===== config.mk =====
export PLATFORM = sky130hd
export DESIGN_NAME = compensador_iir1_fx
export DESIGN_NICKNAME = d
export VERILOG_FILES = /design/src/rtl/compensador_pkg.sv /design/src/rtl/comp_mac_fx.sv /design/src/rtl/compensador_iir1_fx.sv
export SDC_FILE = /design/constraint.sdc
export NUM_CORES = 1
export LEC_CHECK = 0
export ABC_AREA = 0
export CAP_MARGIN = 5
export CORE_AREA = 2 2 320 227
export DETAILED_ROUTE_END_ITERATION = 8
export DIE_AREA = 0 0 322 229
export SYNTH_ARGS = -nofsm -noshare
export SYNTH_HDL_FRONTEND = slang
export SYNTH_SLANG_ARGS = --single-unit

===== constraint.sdc =====
create_clock -name clk_50 -period 13.4 [get_ports clk_50]
set_input_delay 2.01 -clock clk_50 [delete_from_list [all_inputs] [get_ports clk_50]]
set_output_delay 2.01 -clock clk_50 [all_outputs]
set_load 0.05 [all_outputs]

===== src/rtl/compensador_pkg.sv =====
// Shared FSM encoding and fixed-point helpers for the first-order IIR compensator.
package compensador_pkg;

  typedef enum logic [2:0] {IDLE, MUL_B0, MUL_B1, MUL_A1, ROUND} state_e;

  // Two guard bits keep the sum of three full-width products from overflowing.
  function automatic int acc_width(input int dw, input int cw);
    return dw + cw + 2;
  endfunction

  // Round-half-up via bias then arithmetic shift, then saturate to the duty range.
  function automatic longint round_shift_clamp(input longint acc, input int frac,
                                               input longint u_min, input longint u_max);
    longint r;
    r = (acc + (longint'(1) <<< (frac - 1))) >>> frac;
    if (r > u_max)      r = u_max;
    else if (r < u_min) r = u_min;
    return r;
  endfunction

endpackage


===== src/rtl/comp_mac_fx.sv =====
// Signed coefficient x data multiply with a registered accumulator; clr_i restarts the sum.
module comp_mac_fx #(
  parameter int DW = 16,
  parameter int CW = 18,
  parameter int AW = DW + CW + 2
) (
  input  logic                 gclk,
  input  logic                 grst_n,
  input  logic                 en_i,
  input  logic                 clr_i,
  input  logic signed [CW-1:0] coef_i,
  input  logic signed [DW-1:0] data_i,
  output logic signed [AW-1:0] acc_o
);

  logic signed [DW+CW-1:0] prod;
  logic signed [AW-1:0]    acc_d, acc_q;

  always_comb begin
    prod  = $signed({{DW{coef_i[CW-1]}}, coef_i}) * $signed({{CW{data_i[DW-1]}}, data_i});
    acc_d = clr_i ? AW'(prod) : acc_q + AW'(prod);
  end

  always_ff @(posedge gclk or negedge grst_n) begin
    if (!grst_n)   acc_q <= '0;
    else if (en_i) acc_q <= acc_d;
  end

  assign acc_o = acc_q;

endmodule


===== src/rtl/compensador_iir1_fx.sv =====
// Fixed-point first-order compensator u = a1*u' + b0*e + b1*e', one shared MAC, clamped duty out.
module compensador_iir1_fx
  import compensador_pkg::*;
#(
  parameter int DW     = 16,
  parameter int CW     = 18,
  parameter int FRAC   = 14,
  parameter int OW     = 12,
  parameter int U_MAX  = 4095,
  parameter int U_MIN  = 0,
  parameter int B0_DEF = 16384,
  parameter int B1_DEF = 0,
  parameter int A1_DEF = 0
) (
  input  logic                 clk_50,
  input  logic                 rst,
  input  logic                 fs_tick,
  input  logic signed [DW-1:0] e_i,
  input  logic                 coef_ld,
  input  logic signed [CW-1:0] b0_i,
  input  logic signed [CW-1:0] b1_i,
  input  logic signed [CW-1:0] a1_i,
  input  logic                 hold_i,
  input  logic                 clr_ovr,
  output logic signed [DW-1:0] u_o,
  output logic [OW-1:0]        d_o,
  output logic                 valid_o,
  output logic                 busy_o,
  output logic                 overrun_o
);

  localparam int AW = acc_width(DW, CW);

  state_e state_q, state_d;

  logic signed [DW-1:0] e_cur_q, e_prev_q, u_q, u_rnd;
  logic signed [CW-1:0] b0_q, b1_q, a1_q;
  logic signed [CW-1:0] b0_sh_q, b1_sh_q, a1_sh_q;
  logic                 valid_q, ovr_q;

  logic                 start, ovr_set;
  logic                 mac_en, mac_clr;
  logic signed [CW-1:0] mac_coef;
  logic signed [DW-1:0] mac_data;
  logic signed [AW-1:0] acc;

  assign start   = (state_q == IDLE) && fs_tick && !hold_i;
  assign ovr_set = (state_q != IDLE) && fs_tick;

  always_comb begin
    state_d  = state_q;
    mac_en   = 1'b0;
    mac_clr  = 1'b0;
    mac_coef = b0_q;
    mac_data = e_cur_q;
    case (state_q)
      IDLE:   if (start) state_d = MUL_B0;
      MUL_B0: begin
        mac_en  = 1'b1;
        mac_clr = 1'b1;
        state_d = MUL_B1;
      end
      MUL_B1: begin
        mac_en   = 1'b1;
        mac_coef = b1_q;
        mac_data = e_prev_q;
        state_d  = MUL_A1;
      end
      MUL_A1: begin
        mac_en   = 1'b1;
        mac_coef = a1_q;
        mac_data = u_q;
        state_d  = ROUND;
      end
      ROUND:   state_d = IDLE;
      default: state_d = IDLE;
    endcase
  end

  comp_mac_fx #(.DW(DW), .CW(CW), .AW(AW)) u_mac (
    .gclk   (clk_50),
    .grst_n (rst),
    .en_i   (mac_en),
    .clr_i  (mac_clr),
    .coef_i (mac_coef),
    .data_i (mac_data),
    .acc_o  (acc)
  );

  assign u_rnd = DW'(round_shift_clamp(longint'(acc), FRAC, longint'(U_MIN), longint'(U_MAX)));

  always_ff @(posedge clk_50 or negedge rst) begin
    if (!rst) begin
      state_q  <= IDLE;
      e_cur_q  <= '0;
      e_prev_q <= '0;
      u_q      <= '0;
      valid_q  <= 1'b0;
      ovr_q    <= 1'b0;
      b0_q     <= CW'(B0_DEF);
      b1_q     <= CW'(B1_DEF);
      a1_q     <= CW'(A1_DEF);
      b0_sh_q  <= CW'(B0_DEF);
      b1_sh_q  <= CW'(B1_DEF);
      a1_sh_q  <= CW'(A1_DEF);
    end else begin
      state_q <= state_d;
      valid_q <= (state_q == ROUND);
      if (coef_ld) begin
        b0_sh_q <= b0_i;
        b1_sh_q <= b1_i;
        a1_sh_q <= a1_i;
      end
      // Active set samples the shadow before a coincident coef_ld lands.
      if (start) begin
        e_cur_q <= e_i;
        b0_q    <= b0_sh_q;
        b1_q    <= b1_sh_q;
        a1_q    <= a1_sh_q;
      end
      // Storing the clamped value as loop state is what prevents windup.
      if (state_q == ROUND) begin
        u_q      <= u_rnd;
        e_prev_q <= e_cur_q;
      end
      if (ovr_set)      ovr_q <= 1'b1;
      else if (clr_ovr) ovr_q <= 1'b0;
    end
  end

  assign u_o       = u_q;
  assign d_o       = u_q[OW-1:0];
  assign valid_o   = valid_q;
  assign busy_o    = (state_q != IDLE);
  assign overrun_o = ovr_q;

endmodule


After elaboration in Yosys (flattened, before gate mapping)
Cells that the tools add are included.
- word-level logic and storage cells: 42
- input bits: 76
- bits in registers: 197
- output and inout port bits: 31
- equality and inequality tests: 5
- reduce and logical (&&, ||, !) cells: 8
- $add $sub $neg: 2
- multiply operators: 1
- $lt $le $gt $ge: 2
- muxes and demuxes: 11
- operators with widths (kind ; count):
    adder 36 x 15 -> 37 bit, second input constant ; 1
    adder 36 x 34 -> 36 bit ; 1
    2-to-1 mux 36 bit ; 1
    one-hot mux 18 bit (2 select lines) ; 1
    multiplier 18 x 16 -> 34 bit ; 1
    2-to-1 mux 16 bit ; 2
    one-hot mux 16 bit (2 select lines) ; 1
    greater-than comparator 23 x 13 -> 1 bit, second input constant ; 1
    less-than comparator 23 x 1 -> 1 bit, second input constant ; 1
    one-hot mux 3 bit (4 select lines) ; 1
    == test 3 x 2 -> 1 bit, second input constant ; 2
    2-to-1 mux 1 bit ; 4
    == test 3 x 1 -> 1 bit, second input constant ; 1
    == test 3 bit, second input constant ; 1
    logical AND 1 bit ; 3
    zero test 3 bit ; 1
    2-to-1 mux 3 bit ; 1
    nonzero test 3 bit ; 1
    OR reduction 3 bit ; 1
    != test 2 bit, second input constant ; 1
    nonzero test 2 bit ; 1
    zero test 1 bit ; 1

Longest topological paths before layout
Gate-level depths: netlist (run 1).
- word-level depth: 5
- depth in mapped cells: 41
- gate-level depth less buffers: 38

Cells and area by module
Synthesis (run 1) repeated with hierarchy kept, for this count alone.
- cell total of the unflattened synthesis: 2252
- area, all modules: 21777.1 um^2
- modules (own cells, without submodules) (module ; cells an instance ; times used ; seq. area each (um^2) ; area an instance (um^2)):
    comp_mac_fx ; 1701 ; 1 ; 900.9 ; 14582.7
    compensador_iir1_fx ; 551 ; 1 ; 4031.4 ; 7194.4

Worst setup path before layout (run 1)
OpenSTA, ideal clock, no wires.
- path type: flip-flop to flip-flop
- start point: reg state_q[0]
- end point: reg u_mac.acc_q[35] (netlist: u_mac.acc_o[35])
- cell stages (with the launch flop): 39
- library setup time: 0.129 ns
- period minus slack after synthesis: 9.415 ns
- arrival time: 9.286 ns
- slack: 3.985 ns
- required time: 13.271 ns
- path buffers: 4
- cells stage by stage: dfrtp_1 clkbuf_1 clkbuf_1 clkbuf_1 mux2i_1 o21a_1 clkbuf_1 nor2_1 fa_1 inv_1 fa_1 fa_1 fa_1 inv_1 fa_1 inv_1 fa_1 inv_1 (+3 left out) a221o_1 a31o_2 o31a_1 a31oi_1 o21bai_1 a31oi_1 xnor2_1 ha_1 a21oi_1 o21ai_0 a21o_1 a21oi_1 o211ai_1 a41o_1 a21o_1 and4bb_2 o21ba_2 nand3_1
- longest elaborated chain between the ends: 5
- elaborated cells on any way between the ends: 11
- those cells by class: 1 x add/sub; 1 x mul; 3 x eq/ne; 5 x mux; 1 x reduce/logical
- RTL lines (element ; line ; RTL):
    start, declared ; compensador_iir1_fx.sv:34 ; state_e state_q, state_d;
    start signal, assigned ; compensador_iir1_fx.sv:107 ; state_q <= state_d;
    == test 3 x 2 -> 1 bit ; compensador_iir1_fx.sv:56 ; case (state_q)
    one-hot mux 18 bit (2 select lines) or one-hot mux 16 bit (2 select lines) (tied branches) ; compensador_iir1_fx.sv:56 ;
    multiplier 18 x 16 -> 34 bit ; comp_mac_fx.sv:20 ; prod = $signed({{DW{coef_i[CW-1]}}, coef_i}) * $signed({{CW{data_i[DW-1]}}, data_i});
    adder 36 x 34 -> 36 bit ; comp_mac_fx.sv:21 ; acc_d = clr_i ? AW'(prod) : acc_q + AW'(prod);
    2-to-1 mux 36 bit ; comp_mac_fx.sv:21 ;
    end signal, assigned ; comp_mac_fx.sv:25 ; if (!grst_n) acc_q <= '0;
    end signal, assigned ; comp_mac_fx.sv:26 ; else if (en_i) acc_q <= acc_d;
    end, declared ; comp_mac_fx.sv:17 ; logic signed [AW-1:0] acc_d, acc_q;
Parallel ways exist; a longest one is shown, timed or not.
A chain may end at the register's enable or synchronous reset.

Worst setup path after layout (run 1)
- start point: reg state_q[1]
- end point: reg u_mac.acc_q[35] (netlist: u_mac.acc_o[35])
Same word-level chain as after synthesis.

==> results of run 1 <==
## per-layer routing
metal	track usage, %	routed length [µm]
met1	23.3	27100
met2	20.8	22200
met3	4.52	4700
met4	2.32	528
met5	0	0
## worst min-delay path, cell delays in order (launching register included)
cell     delay [ns]
dfrtp_1        0.36
nand2_1        0.05
o21ai_0        0.06
## kinds of logic after synthesis
kind of cell / share of synthesized area, %
buf+inv: 8.05
xor+xnor: 3.16
flops: 23.4
compound gates: 10.2
mux: 9.34
fa+ha+maj: 34.9
simple gates: 11.0
## cell usage in the layout (no fill, tap or decap), types with 32 or more instances in the layout
master           netlist  routed
a21o_1                34      34
a21oi_1               77      77
clkdlybuf4s50_1        0     104
dfrtp_1              195     194
fa_1                 291     291
ha_1                 123     123
inv_1                355     355
mux2_2               141     141
mux2i_1               38      38
nand2_1              237     235
nor2_1               194     193
o21a_1                32      32
o21ai_0               73      69
xnor2_1               45      45
## area by class of cell
cell class                 instances  area, µm²  share of cell area (%)
clock buffer                      17        425                    1.79
clock inverter                    14        141                   0.595
inverter                         357       1340                    5.64
multi-input combinational       1554      14500                    61.0
sequential                       197       4930                    20.8
tap                              924       1160                    4.87
timing repair buffer             135       1280                    5.38
## state kept, by name, summed over array words and instances (netlist names), 16 cells and up
name	cells
b0_sh_q	18
u_o	16
b0_q	18
b1_sh_q	18
e_prev_q	16
a1_sh_q	18
a1_q	18
b1_q	18
u_mac.acc_o	36
e_cur_q	16
## how the worst max path moves through the flow
stage | startpoint | end | slack [ns] | cells past startpoint
after floorplan | state_q[0]$_DFFE_PN0P_ | u_mac.acc_o[35]$_DFFE_PN0P_ | 3.99 | 38
after global placement | state_q[2]$_DFFE_PN0P_ | u_mac.acc_o[35]$_DFFE_PN0P_ | 2.97 | 37
after detailed placement | state_q[2]$_DFFE_PN0P_ | u_mac.acc_o[35]$_DFFE_PN0P_ | 2.97 | 37
after CTS | state_q[2]$_DFFE_PN0P_ | u_mac.acc_o[35]$_DFFE_PN0P_ | 2.94 | 37
after global routing | state_q[2]$_DFFE_PN0P_ | u_mac.acc_o[35]$_DFFE_PN0P_ | 2.08 | 37
final | state_q[1]$_DFFE_PN0P_ | u_mac.acc_o[35]$_DFFE_PN0P_ | 2.84 | 34
## through the flow
step,hold slack (ns),instance area [µm²]
finish,0.500,23800
detailed placement,0.488,23200
global placement,0.477,23200
floorplan,0.456,21100
CTS,0.509,23800
global route,0.521,23800
==> results_dict.tcl, run 1 <==
set metrics [dict create \
    ys_ff_latch 197 \
    setup_slack_ns 2.84 \
    critPathMaxStageDelay_ns 0.77 \
    seq_area_frac_synth_pct 23.4 \
    worst-path-buf-inv 4 \
    initial_utilization_pct 29.8 \
    grt_pass1_wl_mm 87.9 \
    nets 2752 \
    maxCapViolations 0 \
    synthToLayoutAreaGrowth_pct 12.7 \
    cts_tree "built" \
    rr_worst_depth 34 \
    rsz0062_at_grt "no" \
    port_buffers 106 \
    dieArea_um2 73700 \
    cts_root_buffer "clkbuf_16" \
    pre_cts_ws_ns 2.97 \
    drtIter0Drc 1009 \
    synth.largest_area_cell "fa_1" \
    synth_edf_count 0 \
    die_w_um 322 \
    globalRouteOverflowTotal 0 \
    timing.final.crit_share_pct 78.8 \
    synthDistinctLibCells 64 \
    hold_depth 2 \
    whs_endpoint "u_mac.acc_o[5]$_DFFE_PN0P_" \
    hold_start "u_mac.acc_o[5]$_DFFE_PN0P_" \
    setup_viol 0 \
    antenna_cells 0 \
    grt_max_degree 92 \
    grt_pass1_vias 15509 \
    min_path_type "register to register" \
    finalNonFillerCells 3198 \
    cts_setup_buffers 0 \
    cts_made_buffers 17 \
    ff2ff_setup_slack_ns 2.84 \
    num_vias 15517 \
    finalHoldViolCount 0 \
    path_delay_family "compound AO/OA/AOI/OAI gates" \
    finalWeightedCongestion 0.903 \
    n_fill_cell 7351 \
    tightest_slew_ns 1.10 \
    setup_tns_ns 0 \
    utilization_pct 33.6 \
    outcome "finished, final reports clean" \
    dp_hpwl_mm 44.0 \
    grt_use_total_pct 15.1 \
    fin_skew_ns 0.0194 \
    clk_pin_slew_ns 0.09 \
    synth.top_cells.by_area "fa_1 (28%), dfrtp_1 (23%), mux2_2 (7.5%)" \
    critical_path_required_ns 13.75 \
    synth_cells 2191 \
    drt-wirelength-per-cell_um 17.0 \
    clkSinkCount 197 \
    placed_cells 3167 \
    synth.most_common_cell "inv_1" \
    clock.fmax_ghz 0.0947 \
    cp_common_cell "fa_1" \
    synthesis.nets 2681 \
    avgSynthCellArea_um2 9.62 \
    synth_common_cells "inv_1 (355), fa_1 (291), nand2_1 (237), dfrtp_1 (195), nor2_1 (194)" \
    clk_path_buf_depth 2 \
    rr_endpoint "u_mac.acc_o[35]$_DFFE_PN0P_" \
    drive_gt1_share_pct 9.94 \
    max-slew-margin-rel_pct 26.0 \
    synth_top_area_share_pct 27.6 \
    async_flop_share_pct 100 \
    clk_latency_ns 0.46 \
    rows 82 \
    wirelength_mm 54.5 \
    ys.flop_type "dfrtp_1" \
    htree_levels 4 \
    antenna_found_initial 0 \
    via_per_inst 4.85 \
    critPathMaxFanout 91 \
    postRouteAntennaNets 0 \
    ioPinCount 107 \
    min_period_ns 10.56 \
    postCtsResizedCells 0 \
    chipHeight_um 229 \
    r2r_start "state_q[1]$_DFFE_PN0P_" \
    arrival_ns 10.91 \
    crit_path_start_kind "register" \
    syn_area_um2 21100 \
    slew_violations 0 \
    synth_warnings 0 \
    drc 0 \
    endpoint_kind "register" \
    cp_slowest_cell "o21ai_1" \
    firstDrtPassIters 7 \
    path_class "register to register" \
    core_um2 70800 \
    hold_buffers 0 \
]
Power of run 1 is not shown: default switching activity piles up to over one toggle a cycle in this logic, so the estimate is an artifact.
==> run 2: changes to the inputs <==
==> constraint.sdc (replaced) <==
create_clock -name clk_50 -period 10.1 [get_ports clk_50]
set_input_delay 1.515 -clock clk_50 [delete_from_list [all_inputs] [get_ports clk_50]]
set_output_delay 1.515 -clock clk_50 [all_outputs]
set_load 0.05 [all_outputs]
==> results_dict.tcl, run 2 (synthesis gave the netlist of run 1 again) <==
set metrics [dict create \
    outcome "finished, final reports clean" \
    ff2ff_setup_slack_ns 0.49 \
    drt-wirelength-per-cell_um 17.3 \
    drtIter0Drc 1476 \
    setup_viol 0 \
    multiInputGateArea_um2 14500 \
    n_fill_cell 7274 \
    grt_max_degree 84 \
    ioPinCount 107 \
    port_buffers 106 \
    clock.fmax_ghz 0.104 \
    cp_common_cell "fa_1" \
    finalHoldViolCount 0 \
    cts_tree "built" \
    grt_pass1_vias 15567 \
    final_common_cell "inv_1" \
    tightest_slew_ns 1.12 \
    chipHeight_um 229 \
    antenna_cells 0 \
    globalRouteOverflowTotal 0 \
    critPathMaxFanout 27 \
    crit_path_start_kind "register" \
    arrival_ns 9.97 \
    dp_hpwl_mm 45.3 \
    rsz0062_at_grt "no" \
    path_class "register to register" \
    clk_latency_ns 0.47 \
    nets 2781 \
    cp_slowest_cell "o21ai_0" \
    firstDrtPassIters 7 \
    num_vias 15557 \
    cts_root_buffer "clkbuf_16" \
    critPathMaxStageDelay_ns 0.92 \
    min_path_type "register to register" \
    seq_area_um2 4930 \
    maxCapViolations 0 \
    wirelength_mm 55.8 \
    largest_reg_flops 36 \
    clk_pin_slew_ns 0.09 \
    via_per_inst 4.82 \
    min_period_ns 9.61 \
    drc 0 \
    antenna_found_initial 0 \
    critical_path_required_ns 10.45 \
    slew_violations 0 \
    grt_use_total_pct 15.5 \
    grt_pass1_wl_mm 88.5 \
    initial_utilization_pct 29.8 \
    dieArea_um2 73700 \
    setup_slack_ns 0.489 \
    core_um2 70800 \
    placed_cells 3196 \
    endpoint_kind "register" \
    synthToLayoutAreaGrowth_pct 14.2 \
    rows 82 \
    postRouteAntennaNets 0 \
    finalNonFillerCells 3228 \
    utilization_pct 34.0 \
    die_w_um 322 \
    setup_tns_ns 0 \
    htree_levels 4 \
    finalWeightedCongestion 0.932 \
    timing.final.crit_share_pct 95.2 \
    pre_cts_ws_ns 0.323 \
    cts_made_buffers 17 \
    final_cell_mix "inv_1 (355), fa_1 (291), nand2_1 (235), dfrtp_1 (194), nor2_1 (193)" \
    clkSinkCount 197 \
    drive_gt1_share_pct 11.5 \
    max-slew-margin-rel_pct 24.5 \
    fin_skew_ns 0.0218 \
    clk_path_buf_depth 2 \
]
[run 2: changes by cell type in the layout (fill, tap and decap cells not counted), sizes merged]
cell,delta
buf,+29
bufinv,+2
clkbuf,+1
clkinv,-4
inv,+2
[run 2: what timing repair did]
item / CTS / global route
resized for setup: 0 / 14
buffers inserted: 0 / 0
hold buffers: 0 / 0
endpoints found under the setup margin: 0 / 6
[run 2: path summary, 6_finish.rpt]
check,start,endpoint,depth (start not counted)
hold reg to reg,u_mac.acc_o[5]$_DFFE_PN0P_,u_mac.acc_o[5]$_DFFE_PN0P_,2
min in group asynchronous,rst,u_o[14]$_DFFE_PN0P_,1
max in group asynchronous,rst,b0_sh_q[6]$_DFFE_PN0P_,3
setup / recovery,state_q[2]$_DFFE_PN0P_,u_mac.acc_o[35]$_DFFE_PN0P_,29
hold / removal,u_mac.acc_o[5]$_DFFE_PN0P_,u_mac.acc_o[5]$_DFFE_PN0P_,2
setup reg to reg,state_q[2]$_DFFE_PN0P_,u_mac.acc_o[35]$_DFFE_PN0P_,29
[run 2: area by class of cell]
type	instances	share of cell area (%)
Multi-Input combinational cell	1554	60.3
Sequential cell	197	20.5
Timing Repair Buffer	164	6.33
Inverter	357	5.56
Tap cell	924	4.80
Clock buffer	18	1.78
Clock inverter	14	0.779
[run 2: critical path: cells and delay by family, from the launching register on]
family | cells | cell delay [ns]
buffers and inverters | 2 | 0.35
AND/OR/NAND/NOR | 6 | 0.90
adder cells (fa/ha/maj) | 8 | 4.04
flip-flops | 1 | 0.48
AO/OA/AOI/OAI | 12 | 3.54
XOR/XNOR | 1 | 0.17
[run 2: stage by stage]
stage	hold WS, ns	area [µm²]
global route	0.519	24100
global placement	0.474	23400
CTS	0.506	24000
floorplan	0.456	21100
finish	0.501	24100
detailed placement	0.486	23400
[run 2: layer usage]
layer	vias to the layer above	part of all wire, %	wire length (µm)	global-route usage [%]
met5	-	0	0	0
met4	0	0.74	412	2.16
met3	30	9.4	5240	4.77
met2	498	40	22500	21.1
met1	7774	50	27600	24.0
li1	7255	-	-	-
Power of run 2 is left out for the same reason.
==> run 3: changes to the inputs <==
--- a/config.mk
+++ b/config.mk
@@ -6,7 +6,7 @@
 export NUM_CORES = 1
 export LEC_CHECK = 0
 export ABC_AREA = 0
-export CAP_MARGIN = 5
+export CAP_MARGIN = 15
 export CORE_AREA = 2 2 320 227
 export DETAILED_ROUTE_END_ITERATION = 8
 export DIE_AREA = 0 0 322 229
==> results_dict.tcl, run 3 (synthesis gave the netlist of run 1 again) <==
set metrics [dict create \
    grt_pass1_wl_mm 88.5 \
    crit_path_start_kind "register" \
    drt-wirelength-per-cell_um 17.2 \
    finalWeightedCongestion 0.932 \
    outcome "finished, final reports clean" \
    drc 0 \
    setup_tns_ns 0 \
    ioPinCount 107 \
    rows 82 \
    drive_gt1_share_pct 11.6 \
    wirelength_mm 55.7 \
    arrival_ns 9.94 \
    finalHoldViolCount 0 \
    grtUsageMet3_pct 4.77 \
    timing.final.crit_share_pct 94.9 \
    path_class "register to register" \
    initial_utilization_pct 29.8 \
    setup_viol 0 \
    htree_levels 4 \
    synthToLayoutAreaGrowth_pct 14.3 \
    final_cell_mix "inv_1 (355), fa_1 (291), nand2_1 (235), dfrtp_1 (194), nor2_1 (193)" \
    tightest_slew_ns 1.09 \
    maxCapViolations 0 \
    dieArea_um2 73700 \
    n_fill_cell 7272 \
    cts_root_buffer "clkbuf_16" \
    dp_hpwl_mm 45.3 \
    port_buffers 106 \
    clk_latency_ns 0.47 \
    cts_made_buffers 17 \
    clock.fmax_ghz 0.104 \
    drtIter0Drc 1543 \
    grt_max_degree 84 \
    rsz0062_at_grt "no" \
    cts_tree "built" \
    antenna_found_initial 0 \
    slew_violations 0 \
    postRouteAntennaNets 0 \
    cp_common_cell "fa_1" \
    die_w_um 322 \
    chipHeight_um 229 \
    min_period_ns 9.59 \
    cp_slowest_cell "fa_1" \
    use_met1_pct 24.0 \
    busiest_layer "met1" \
    globalRouteOverflowTotal 0 \
    via_per_inst 4.81 \
    num_vias 15537 \
    firstDrtPassIters 6 \
    critical_path_required_ns 10.45 \
    antenna_cells 0 \
    clkSinkCount 197 \
    critPathMaxStageDelay_ns 0.63 \
    grt_pass1_vias 15567 \
    final_common_cell "inv_1" \
    endpoint_kind "register" \
    largest_reg_flops 36 \
    clk_pin_slew_ns 0.09 \
    min_path_type "register to register" \
    core_um2 70800 \
    fin_skew_ns 0.0211 \
    max-slew-margin-rel_pct 26.8 \
    grt_use_total_pct 15.5 \
    nets 2782 \
    gr-usage-met2_pct 21.1 \
    critPathMaxFanout 34 \
    clk_path_buf_depth 2 \
]
run 3: cell types whose count changed in the layout (fill, tap and decap cells not counted), sizes merged:
cell / delta
clkbuf: +1
run 3: final cells by class:
type	count	area [µm²]	share of cell area [%]
multi-input cells	1554	14500	60.2
clock buffers	18	429	1.78
well taps	924	1160	4.80
repair buffers	165	1530	6.36
flip-flops and latches	197	4930	20.5
inverters	357	1340	5.56
clock inverters	14	188	0.779
run 3: routing by layer:
metal  up-vias  share of wire [%]
li1       7248                  -
met5         -                  0
met2       495                 40
met4         0               0.74
met3        26                9.7
met1      7768                 49
run 3: final timing paths:
kind / start / to / slack, ns / cells past startpoint
worst min-delay path: u_mac.acc_o[5]$_DFFE_PN0P_ / u_mac.acc_o[5]$_DFFE_PN0P_ / 0.50 / 2
worst max register to register: state_q[2]$_DFFE_PN0P_ / u_mac.acc_o[35]$_DFFE_PN0P_ / 0.51 / 36
max in group asynchronous: rst / b0_sh_q[6]$_DFFE_PN0P_ / 7.10 / 3
min in group asynchronous: rst / u_o[14]$_DFFE_PN0P_ / 1.08 / 1
worst min register to register: u_mac.acc_o[5]$_DFFE_PN0P_ / u_mac.acc_o[5]$_DFFE_PN0P_ / 0.50 / 2
worst max-delay path: state_q[2]$_DFFE_PN0P_ / u_mac.acc_o[35]$_DFFE_PN0P_ / 0.51 / 36
run 3: what timing repair did:
item	in CTS	in global routing
resized for setup	0	14
endpoints found under the setup margin	0	6
hold buffers	0	0
setup buffers	0	0
run 3: per-stage QoR:
stage / cells / utilization (%) / hold WS [ns] / area [µm²] / setup slack, ns
floorplan: 2191 / - / 0.456 / 21100 / 0.685
global placement: 3196 / 33.1 / 0.474 / 23400 / 0.448
detailed placement: 3196 / 33.1 / 0.486 / 23400 / 0.323
CTS: 3228 / 34.0 / 0.506 / 24000 / 0.288
global route: 3229 / 34.0 / 0.519 / 24100 / 0.00292
finish: 3229 / 34.0 / 0.500 / 24100 / 0.510
run 3: critical path, delay by kind of cell (launching register included):
| kind | cells | cell delay (ns) |
|---|---|---|
| compound gates | 15 | 3.31 |
| xor+xnor | 1 | 0.16 |
| simple gates | 6 | 0.87 |
| buf+inv | 6 | 0.84 |
| flops | 1 | 0.50 |
| fa+ha+maj | 8 | 3.77 |
Power of run 3 is left out for the same reason.
